### src/rtl/dbus_wait_bridge.sv
// Data-bus target that turns a one-cycle bus strobe into a held req/ack
// transaction to a slow peripheral, stalling the CPU and timing out hung devices.
//
// state | meaning
// IDLE  | no access in flight, dataOut holds last result
// WAIT  | devReq held, nak asserted, waiting for devAck or timeout
// DONE  | access complete this cycle, nak low, new en may start next access
module dbus_wait_bridge #(
   parameter int          ADDR_W       = 20,
   parameter int          TIMEOUT      = 255,
   parameter logic [31:0] TIMEOUT_DATA = 32'hDEADBEEF
) (
   input  logic              clk,
   input  logic              rst,
   input  logic              en,
   input  logic [31:0]       addrBus,
   input  logic              we,
   input  logic [3:0]        byteEn,
   input  logic [31:0]       dataIn,
   output logic [31:0]       dataOut,
   output logic              nak,
   output logic              devReq,
   output logic              devWe,
   output logic [ADDR_W-1:0] devAddr,
   output logic [3:0]        devByteEn,
   output logic [31:0]       devWdata,
   input  logic              devAck,
   input  logic [31:0]       devRdata,
   output logic              errFlag,
   output logic [31:0]       errAddr,
   input  logic              errClear
);

   localparam int                CNT_W    = $clog2(TIMEOUT + 1);
   localparam logic [CNT_W-1:0]  CNT_LAST = CNT_W'(TIMEOUT - 1);

   typedef enum logic [1:0] {
      IDLE = 2'd0,
      WAIT = 2'd1,
      DONE = 2'd2
   } state_t;

   state_t           state;
   state_t           stateNext;
   logic [CNT_W-1:0] cnt;
   logic [31:0]      capAddr;
   logic             startTxn;
   logic             ackHit;
   logic             timeoutHit;

   always_ff @(posedge clk or negedge rst) begin
      if (!rst) begin
         state <= IDLE;
      end else begin
         state <= stateNext;
      end
   end

   always_comb begin
      stateNext  = state;
      startTxn   = 1'b0;
      ackHit     = 1'b0;
      timeoutHit = 1'b0;
      case (state)
         IDLE, DONE: begin
            if (en) begin
               startTxn  = 1'b1;
               stateNext = WAIT;
            end else begin
               stateNext = IDLE;
            end
         end
         WAIT: begin
            // A device ack in the last permitted cycle still counts as success.
            if (devAck) begin
               ackHit    = 1'b1;
               stateNext = DONE;
            end else if (cnt == CNT_LAST) begin
               timeoutHit = 1'b1;
               stateNext  = DONE;
            end
         end
         default: stateNext = IDLE;
      endcase
   end

   assign nak = (state == WAIT);

   always_ff @(posedge clk or negedge rst) begin
      if (!rst) begin
         dataOut   <= '0;
         devReq    <= 1'b0;
         devWe     <= 1'b0;
         devAddr   <= '0;
         devByteEn <= '0;
         devWdata  <= '0;
         capAddr   <= '0;
         cnt       <= '0;
         errFlag   <= 1'b0;
         errAddr   <= '0;
      end else begin
         if (startTxn) begin
            devReq    <= 1'b1;
            devWe     <= we;
            devAddr   <= addrBus[ADDR_W+1:2];
            devByteEn <= byteEn;
            devWdata  <= dataIn;
            capAddr   <= addrBus;
            cnt       <= '0;
         end else if (ackHit) begin
            devReq  <= 1'b0;
            dataOut <= devWe ? 32'h0 : devRdata;
         end else if (timeoutHit) begin
            devReq  <= 1'b0;
            dataOut <= devWe ? 32'h0 : TIMEOUT_DATA;
         end else if (state == WAIT) begin
            cnt <= cnt + CNT_W'(1);
         end

         // Keep the first failing address unless software is clearing the
         // record in the very cycle a new timeout lands.
         if (timeoutHit) begin
            errFlag <= 1'b1;
            if (!errFlag || errClear) begin
               errAddr <= capAddr;
            end
         end else if (errClear) begin
            errFlag <= 1'b0;
         end
      end
   end

endmodule

### config.mk
export PLATFORM = sky130hd
export DESIGN_NAME = dbus_wait_bridge
export DESIGN_NICKNAME = d
export VERILOG_FILES = /design/src/rtl/dbus_wait_bridge.sv
export SDC_FILE = /design/constraint.sdc
export NUM_CORES = 1
export LEC_CHECK = 0
export BUFFER_PORTS_ARGS = -buffer_cell sky130_fd_sc_hd__clkbuf_2
export CORE_AREA = 2 2 127 129
export DETAILED_ROUTE_END_ITERATION = 6
export DIE_AREA = 0 0 129 131
export GPL_TIMING_DRIVEN = 0
export HOLD_SLACK_MARGIN = 0.06
export PLACE_DENSITY = 0.66
export SLEW_MARGIN = 20
export SYNTH_ARGS = -nofsm -noshare
export SYNTH_HDL_FRONTEND = slang
export SYNTH_SLANG_ARGS = --single-unit
### constraint.sdc
create_clock -name clk -period 1.9 [get_ports clk]
set_clock_uncertainty 0.1 [all_clocks]
set_input_delay 0.285 -clock clk [delete_from_list [all_inputs] [get_ports clk]]
set_output_delay 0.285 -clock clk [all_outputs]
set_load 0.005 [all_outputs]
==> impl.org, run 1 <==
** Timing
- Final slew viol count :: 0
- Highest clock frequency the design can meet :: approximately 0.52 GHz
- Measured against its own limit, the worst slew margin works out to 0.623.
- Final number of setup-violating endpoints :: 30
- Measured slew at the worst slew-check pin :: 0.564 ns
- Worst path setup slack after routing :: -0.0366 ns
- Worst hold margin :: 0.168 ns
- Share of the clock period used by the worst path after layout :: 1.02
- Final critical path time including I/O delays and setup :: 1.94 ns
- RSZ-0062 raised after global routing :: yes
- The number of hold violations in the final report is 0.

** Run status
- Violations in the final reports :: setup timing
- The run finished, with violations left.

** Synth
- After synthesis, the mean cell area works out to around 11 um2.
- For this run, the register share of the synthesized area comes to 0.598.
- Number of flip-flops and latches in the synthesized netlist :: 145
- The netlist uses 39 different library cells.
- The most used flip-flop cell after synthesis is sky130_fd_sc_hd__dfrtp_1.
- Share of synthesized flip-flops with an asynchronous set or reset :: 1.00
- Warning count from the yosys run :: 0
- Syn Std Cell Area :: 0.00607 mm2
- Counting every instance in the synthesized netlist gives 570.
- Yosys mapped a number of flops with a built-in enable equal to 0.
- The number of nets in the synthesized netlist is 678.

** Pwr
- Power spread over the standard cell area amounts to roughly 1100 mW/mm2.
- Total power after layout :: 9.76 mW
- Static power due to leakage :: 5.02 nW
- VDD sags by at most 0.588 mV.

** Global routing
- The via count of the first global-routing pass is 5157.
- The number of antenna violations at the first check in global routing came to 0.
- Aggregate global routing overflow :: 0
- First-pass GRT wire length :: ~25 mm
- GRT Util Overall :: 0.191
- Entering global routing, the biggest net connects 54 pins.

** Final layout
- Layout cell share with drive strength beyond 1 :: 0.404
- The number of antenna diodes in the final layout is 0.
- For this run, the share of the core covered by cells in the final layout is 0.584.
- Area Growth Syn to Fin :: 50.0%
- After the last flow step, the layout net total stands at 1017.
- Total of fill cells in the finished design :: 1352

** Setup path
- Category of the most critical setup path :: reg2reg
- Critical path peak fanout :: 10
- Element type at the critical path end :: register
- Data on the critical path arrives at its endpoint at roughly 2.1 ns.
- At the worst endpoint, the required time is approximately 2.1 ns.
- The worst setup path is launched from a register.

** Die
- In this run the core area contains 46 standard-cell rows.
- During I/O placement, the number of pins put on the boundary was 230.
- The die covers 0.0169 mm2.
- Die width :: about 130 um
- Area inside the core boundary :: 0.0156 mm2
- Starting Density :: 0.389
- From bottom edge to top edge, the die measures 131 um.

** Clock network
- Clock Pin Slew Worst Setup and Hold Paths :: 0.06 ns
- Maximum level of the CTS H-tree :: 4
- Insertion delay to the later sink of the worst-skew pair :: 0.41 ns
- TritonCTS created 17 clock buffers.
- Max Buffers Root-to-Sink :: 2
- Clock tree synthesis selected as its root buffer the cell sky130_fd_sc_hd__clkbuf_16.
- TritonCTS built the clock tree.
- Clock sink count :: 145

** Routing
- Vias :: 5172
- Routed wire length per instance :: 14.4 um
- DRC viols :: 0
- In the routed layout, each cell is associated on average with a via count of about 4.5.
- The detail route stage leaves a number of antenna-violating nets equal to 0.
- Wire length after detailed routing :: 16.3 mm
- The pre-antenna-repair detailed-routing pass consisted of 7 iterations.
- Drt initial violations :: roughly 210

** Placement
- Input/output buffers :: 229
- Placer Congestion :: 0.743
- Summed over all nets, the half-perimeter wirelength after detailed placement is 10.4 mm.

** Job
- Number of maximum-capacitance violations :: 0

** Hold path
- Hold WC Path Type :: in2reg
-- worst paths after layout --
path / cells past startpoint / end / slack [ns] / from
setup / recovery: 7 / errAddr[14]$_DFFE_PN0P_ / -0.04 / cnt[0]$_DFFE_PN0P_
hold / removal: 4 / dataOut[12]$_DFFE_PN0P_ / 0.17 / devRdata[12]
setup reg to reg: 7 / errAddr[14]$_DFFE_PN0P_ / -0.04 / cnt[0]$_DFFE_PN0P_
hold reg to reg: 2 / devWdata[0]$_DFFE_PN0P_ / 0.37 / devWdata[0]$_DFFE_PN0P_
max in group asynchronous: 4 / devByteEn[1]$_DFFE_PN0P_ / 0.55 / rst
min in group asynchronous: 2 / capAddr[24]$_DFFE_PN0P_ / 0.27 / rst
-- what timing repair did --
action,4_1_cts,5_1_grt
buffers inserted,7,5
endpoints found under the setup margin,105,103
pin swaps,3,2
endpoints found under the hold margin,122,0
hold buffers,78,0
resized for setup,17,10
cloned,0,1
-- layout by cell type (no fill, tap or decap), drive strengths merged, types with 2 or more instances in the layout --
master	n
nor2	9
o21ai	5
buf	41
nand2b	2
nand3	3
nor4	2
clkinvlp	2
nand4	2
nor2b	3
inv	27
nand2	214
a22o	10
dlygate4sd3	78
a21oi	27
mux2	56
dfrtp	145
clkinv	4
ha	2
clkbuf	272
bufinv	2
-- worst max-delay path, cell delays in order, from the launching register on --
cell and delay (ns):
sky130_fd_sc_hd__dfrtp_1 0.39, sky130_fd_sc_hd__inv_2 0.09, sky130_fd_sc_hd__ha_4 0.15, sky130_fd_sc_hd__nand3_4 0.10
sky130_fd_sc_hd__nor4_4 0.32, sky130_fd_sc_hd__nand2_4 0.17, sky130_fd_sc_hd__buf_8 0.19, sky130_fd_sc_hd__mux2_4 0.30
-- per-stage QoR --
step	setup slack [ns]	std cells	cell area [um2]	TNS [ns]
6_report	-0.0366	1137	9110	-0.640
4_1_cts	-0.0497	1133	9050	-1.19
5_1_grt	-0.101	1137	9110	-2.73
2_1_floorplan	0.00120	570	6110	0
3_5_place_dp	-0.269	1017	7590	-15.64
3_3_place_gp	-2.12	1015	7520	-321.58
-- sequential cells by signal, indices dropped and copies added (netlist names) --
register,flops
errFlag,1
devWe,1
devAddr,19
dataOut,32
state,2
cnt,8
devByteEn,4
capAddr,13
errAddr,32
devWdata,32
devReq,1
-- where the power goes --
group          total, mW  internal, mW  leakage (nW)  switching [mW]
Clock               3.25          1.99         0.276            1.25
Combinational       2.33          1.25          2.90            1.08
Sequential          4.19          3.77          1.84           0.414
-- metal layers --
layer | vias up | share of wire | track usage
met5 | - | 0 | 0
met4 | 0 | 0.026 | 0.0806
met3 | 37 | 0.061 | 0.0607
met2 | 191 | 0.48 | 0.308
met1 | 2447 | 0.43 | 0.239
li1 | 2497 | - | -
-- cells in the mapped netlist, types with 3 or more instances --
cell type,instances,share of area
sky130_fd_sc_hd__dfrtp_1,145,0.60
sky130_fd_sc_hd__buf_2,3,0.0025
sky130_fd_sc_hd__buf_4,20,0.025
sky130_fd_sc_hd__nor2b_1,3,0.0031
sky130_fd_sc_hd__nand3_1,3,0.0025
sky130_fd_sc_hd__nand2_1,213,0.13
sky130_fd_sc_hd__nor2_1,9,0.0056
sky130_fd_sc_hd__a22o_1,10,0.014
sky130_fd_sc_hd__mux2_4,30,0.074
sky130_fd_sc_hd__clkbuf_1,22,0.014
sky130_fd_sc_hd__a21oi_1,27,0.022
sky130_fd_sc_hd__o21ai_0,4,0.0033
sky130_fd_sc_hd__buf_6,3,0.0056
sky130_fd_sc_hd__inv_1,25,0.015
sky130_fd_sc_hd__mux2_2,26,0.048
-- kinds of logic after synthesis --
logic type / after synthesis / synth area share
AOI/OAI and AO/OA: 47 / 0.0478
xor gates and xnor gates: 1 / 0.00144
adders and majority gates: 2 / 0.00412
buffers and inverters: 75 / 0.0631
DFF: 145 / 0.598
muxes: 57 / 0.124
and+or+nand+nor: 243 / 0.162
-- cell type report --
| cell class | instances | area, um2 | area share |
|---|---|---|---|
| Buffer | 47 | 324 | 0.0356 |
| Clock buffer | 22 | 464 | 0.0510 |
| Clock inverter | 9 | 108 | 0.0118 |
| Inverter | 26 | 100 | 0.0110 |
| Multi-Input combinational cell | 350 | 2110 | 0.231 |
| Sequential cell | 145 | 3630 | 0.398 |
| Tap cell | 216 | 270 | 0.0297 |
| Timing Repair Buffer | 322 | 2110 | 0.231 |
Note: power is estimated with default switching activity, not from simulation.
==> run 2: changes to the inputs <==
--- a/config.mk
+++ b/config.mk
@@ -11,7 +11,7 @@
 export DIE_AREA = 0 0 129 131
 export GPL_TIMING_DRIVEN = 0
 export HOLD_SLACK_MARGIN = 0.06
-export PLACE_DENSITY = 0.66
+export PLACE_DENSITY = 0.63
 export SLEW_MARGIN = 20
 export SYNTH_ARGS = -nofsm -noshare
 export SYNTH_HDL_FRONTEND = slang
==> constraint.sdc (replaced) <==
create_clock -name clk -period 2.4 [get_ports clk]
set_clock_uncertainty 0.1 [all_clocks]
set_input_delay 0.36 -clock clk [delete_from_list [all_inputs] [get_ports clk]]
set_output_delay 0.36 -clock clk [all_outputs]
set_load 0.005 [all_outputs]
==> run 2 against run 1 <==
  * The run now ends clean
  * Sequential cell count did not move
  * Clock power fell by 17%
  * Worst setup slack gained 0.25 ns
  * Critical path depth rose by 1
  * Routed wire length fell by 6.1%
  * Power down 21%
  * Critical path type unchanged
==> impl.org, run 2 (synthesis results as in run 1) <==
** Setup path
- Category of the most critical setup path :: reg2reg
- Critical path peak fanout :: 10
- STA classifies the critical path endpoint as a register.
- Required time reported for the critical path endpoint :: around 2.6 ns
- At the worst endpoint, the arrival time is 2.38 ns.
- Kind of launch point of the worst setup path :: register

** Routing
- Once detail routing completed, the nets flagged for antenna violations numbered 0.
- DRC viols :: 0
- Vias :: ~5000
- The pre-antenna-repair detailed-routing pass consisted of 4 iterations.
- Routed wire length per instance :: around 14 um
- Wire length after detailed routing :: ~15 mm
- Drt initial violations :: 248
- Dividing the detail-routed via count by the number of cells gives 4.47.

** Placement
- The congestion estimate from routability-driven global placement came to 0.760.
- Setup WS pre-CTS :: -0.0863 ns
- HPWL after DPL :: 10.4 mm
- Area of placed instances :: 0.00752 mm2
- Input/output buffers :: 229

** Die
- For this configuration, the core starts out at a cell density of 0.389.
- The die is 131 um tall.
- Pin placement for this block handled 230 I/O pins.
- The die is roughly 130 um wide.
- Row Count :: 46
- After floorplanning, the core was sized to cover around 0.016 mm2.
- The die covers roughly 0.017 mm2.

** Clock network
- Buffer count from post-CTS setup fixing :: 0
- The H-tree generated during clock tree synthesis spans 4 levels.
- CTS saw roughly 150 sinks.
- TritonCTS built the clock tree.
- Clock Pin Slew Worst Setup and Hold Paths :: 0.06 ns
- Counting along the longest clock path gives a buffer depth of 2.
- Clock latency on the worst-skew pair, taken at its later pin, is 0.41 ns.
- Clock tree synthesis inserted a total of 17 buffers.
- Clock tree synthesis selected as its root buffer the cell sky130_fd_sc_hd__clkbuf_16.

** Final layout
- 0 antenna diodes ended up in the layout.
- Layout cell share with drive strength beyond 1 :: 0.386
- Post-route standard cell area excluding fillers :: 0.00889 mm2
- Area Growth Syn to Fin :: 46.4%
- After the last flow step, the layout net total stands at 1000.
- Utilization after layout :: 0.570
- Total of fill cells in the finished design :: 1368
- In the layout the commonest cells are 228 x sky130_fd_sc_hd__clkbuf_2, 213 x sky130_fd_sc_hd__nand2_1, 145 x sky130_fd_sc_hd__dfrtp_1.
- Most common cell after layout, fill and taps aside :: sky130_fd_sc_hd__clkbuf_2
- The largest registers in the layout are dataOut (32), devWdata (32), errAddr (32).

** Global routing
- Entering global routing, the biggest net connects 77 pins.
- Antenna violations before repair :: 0
- The first global-routing pass estimated 24.7 mm of wire.
- For this run, the total global-route usage over all layers was measured as 0.185.
- The via count of the first global-routing pass was between 5000 and 6000.
- For this run the aggregate overflow at the end of global routing stands at 0.

** Timing
- RSZ-0062 raised after global routing :: no
- Measured slew at the worst slew-check pin :: roughly 0.67 ns
- In this run the tightest slew margin relative to its limit is 0.554.
- The total count of max-transition violations in the final report came to 0.
- The clock period could shrink to 2.18 ns.
- Share of the clock period used by the worst path after layout :: 0.910
- The number of hold violations in the final report was 0.
- Based on the critical path, the design can be clocked at up to 0.458 GHz.
- Setup slack on the critical path of the routed design comes to 0.217 ns.
- Setup_tns :: 0 ns
- Setup violations remaining at the end of the flow were counted as 0.

** Hold path
- Hold WC Path Type :: in2reg

** Pwr
- The worst-case IR drop observed on VDD is ~0.47 mV.
- Power spread over the standard cell area amounts to just under 900 mW/mm2.
- Static power due to leakage :: a little under 5 nW

** Job
- The tool flagged a number of max-cap violations equal to 0.

** Run status
- Result of the run :: complete, no violations
==> run 2: per-layer routing <==
| layer | track usage | vias up | share of wire |
|---|---|---|---|
| met5 | 0 | - | 0 |
| met4 | 0.0614 | 0 | 0.018 |
| met3 | 0.0607 | 25 | 0.066 |
| met2 | 0.289 | 173 | 0.47 |
| met1 | 0.245 | 2343 | 0.44 |
| li1 | - | 2470 | - |
==> run 2: final cells by class <==
class                   count  area, um2  share of cell area
plain buffers              49        290              0.0327
clock buffers              21        470              0.0529
clock inverters            10        131              0.0148
inverters                  26       97.6              0.0110
multi-input cells         350       2090               0.235
flip-flops and latches    145       3630               0.408
well taps                 216        270              0.0304
repair buffers            303       1910               0.215
==> run 2: critical path, cell delays in order (launching register included) <==
cell and delay, ns:
sky130_fd_sc_hd__dfrtp_1 0.43, sky130_fd_sc_hd__inv_1 0.09, sky130_fd_sc_hd__ha_1 0.21, sky130_fd_sc_hd__nand3_4 0.15, sky130_fd_sc_hd__nor2_4 0.18, sky130_fd_sc_hd__o21ai_4 0.12
sky130_fd_sc_hd__inv_2 0.17, sky130_fd_sc_hd__clkbuf_4 0.25, sky130_fd_sc_hd__mux2_2 0.35
==> run 2: worst paths after layout <==
path                                         start  cells past startpoint                 endpoint  slack (ns)
setup / recovery                cnt[0]$_DFFE_PN0P_                      8  dataOut[13]$_DFFE_PN0P_        0.22
max in group asynchronous                      rst                      3        devWe$_DFFE_PN0P_        1.01
hold / removal                         devRdata[4]                      2   dataOut[4]$_DFFE_PN0P_        0.07
hold reg to reg            devWdata[9]$_DFFE_PN0P_                      2  devWdata[9]$_DFFE_PN0P_        0.37
setup reg to reg                cnt[0]$_DFFE_PN0P_                      8  dataOut[13]$_DFFE_PN0P_        0.22
min in group asynchronous                      rst                      2  errAddr[30]$_DFFE_PN0P_        0.41
==> run 2: power breakdown <==
group          switching (mW)  leakage [nW]  internal (mW)  total, mW
combinational           0.813          2.76          0.932       1.75
sequential              0.323          1.85           2.98       3.31
clock                   0.987         0.299           1.71       2.69
total                    2.12          4.91           5.62       7.75
==> run 2: metrics by stage <==
stage	total power, mW	hold WS (ns)	instances
final	7.75	0.0729	1120
after global routing	8.22	0.0691	1120
after CTS	7.84	0.0614	1120
after detailed placement	5.00	0.307	1016
after global placement	4.96	0.358	1015
after floorplan	4.14	-0.0356	570
==> run 2: what timing repair did <==
action,in CTS,in global routing
hold buffers,73,0
pin swaps,0,0
cloned,0,0
resized for setup,2,5
endpoints found under the hold margin,141,0
endpoints found under the setup margin,18,18
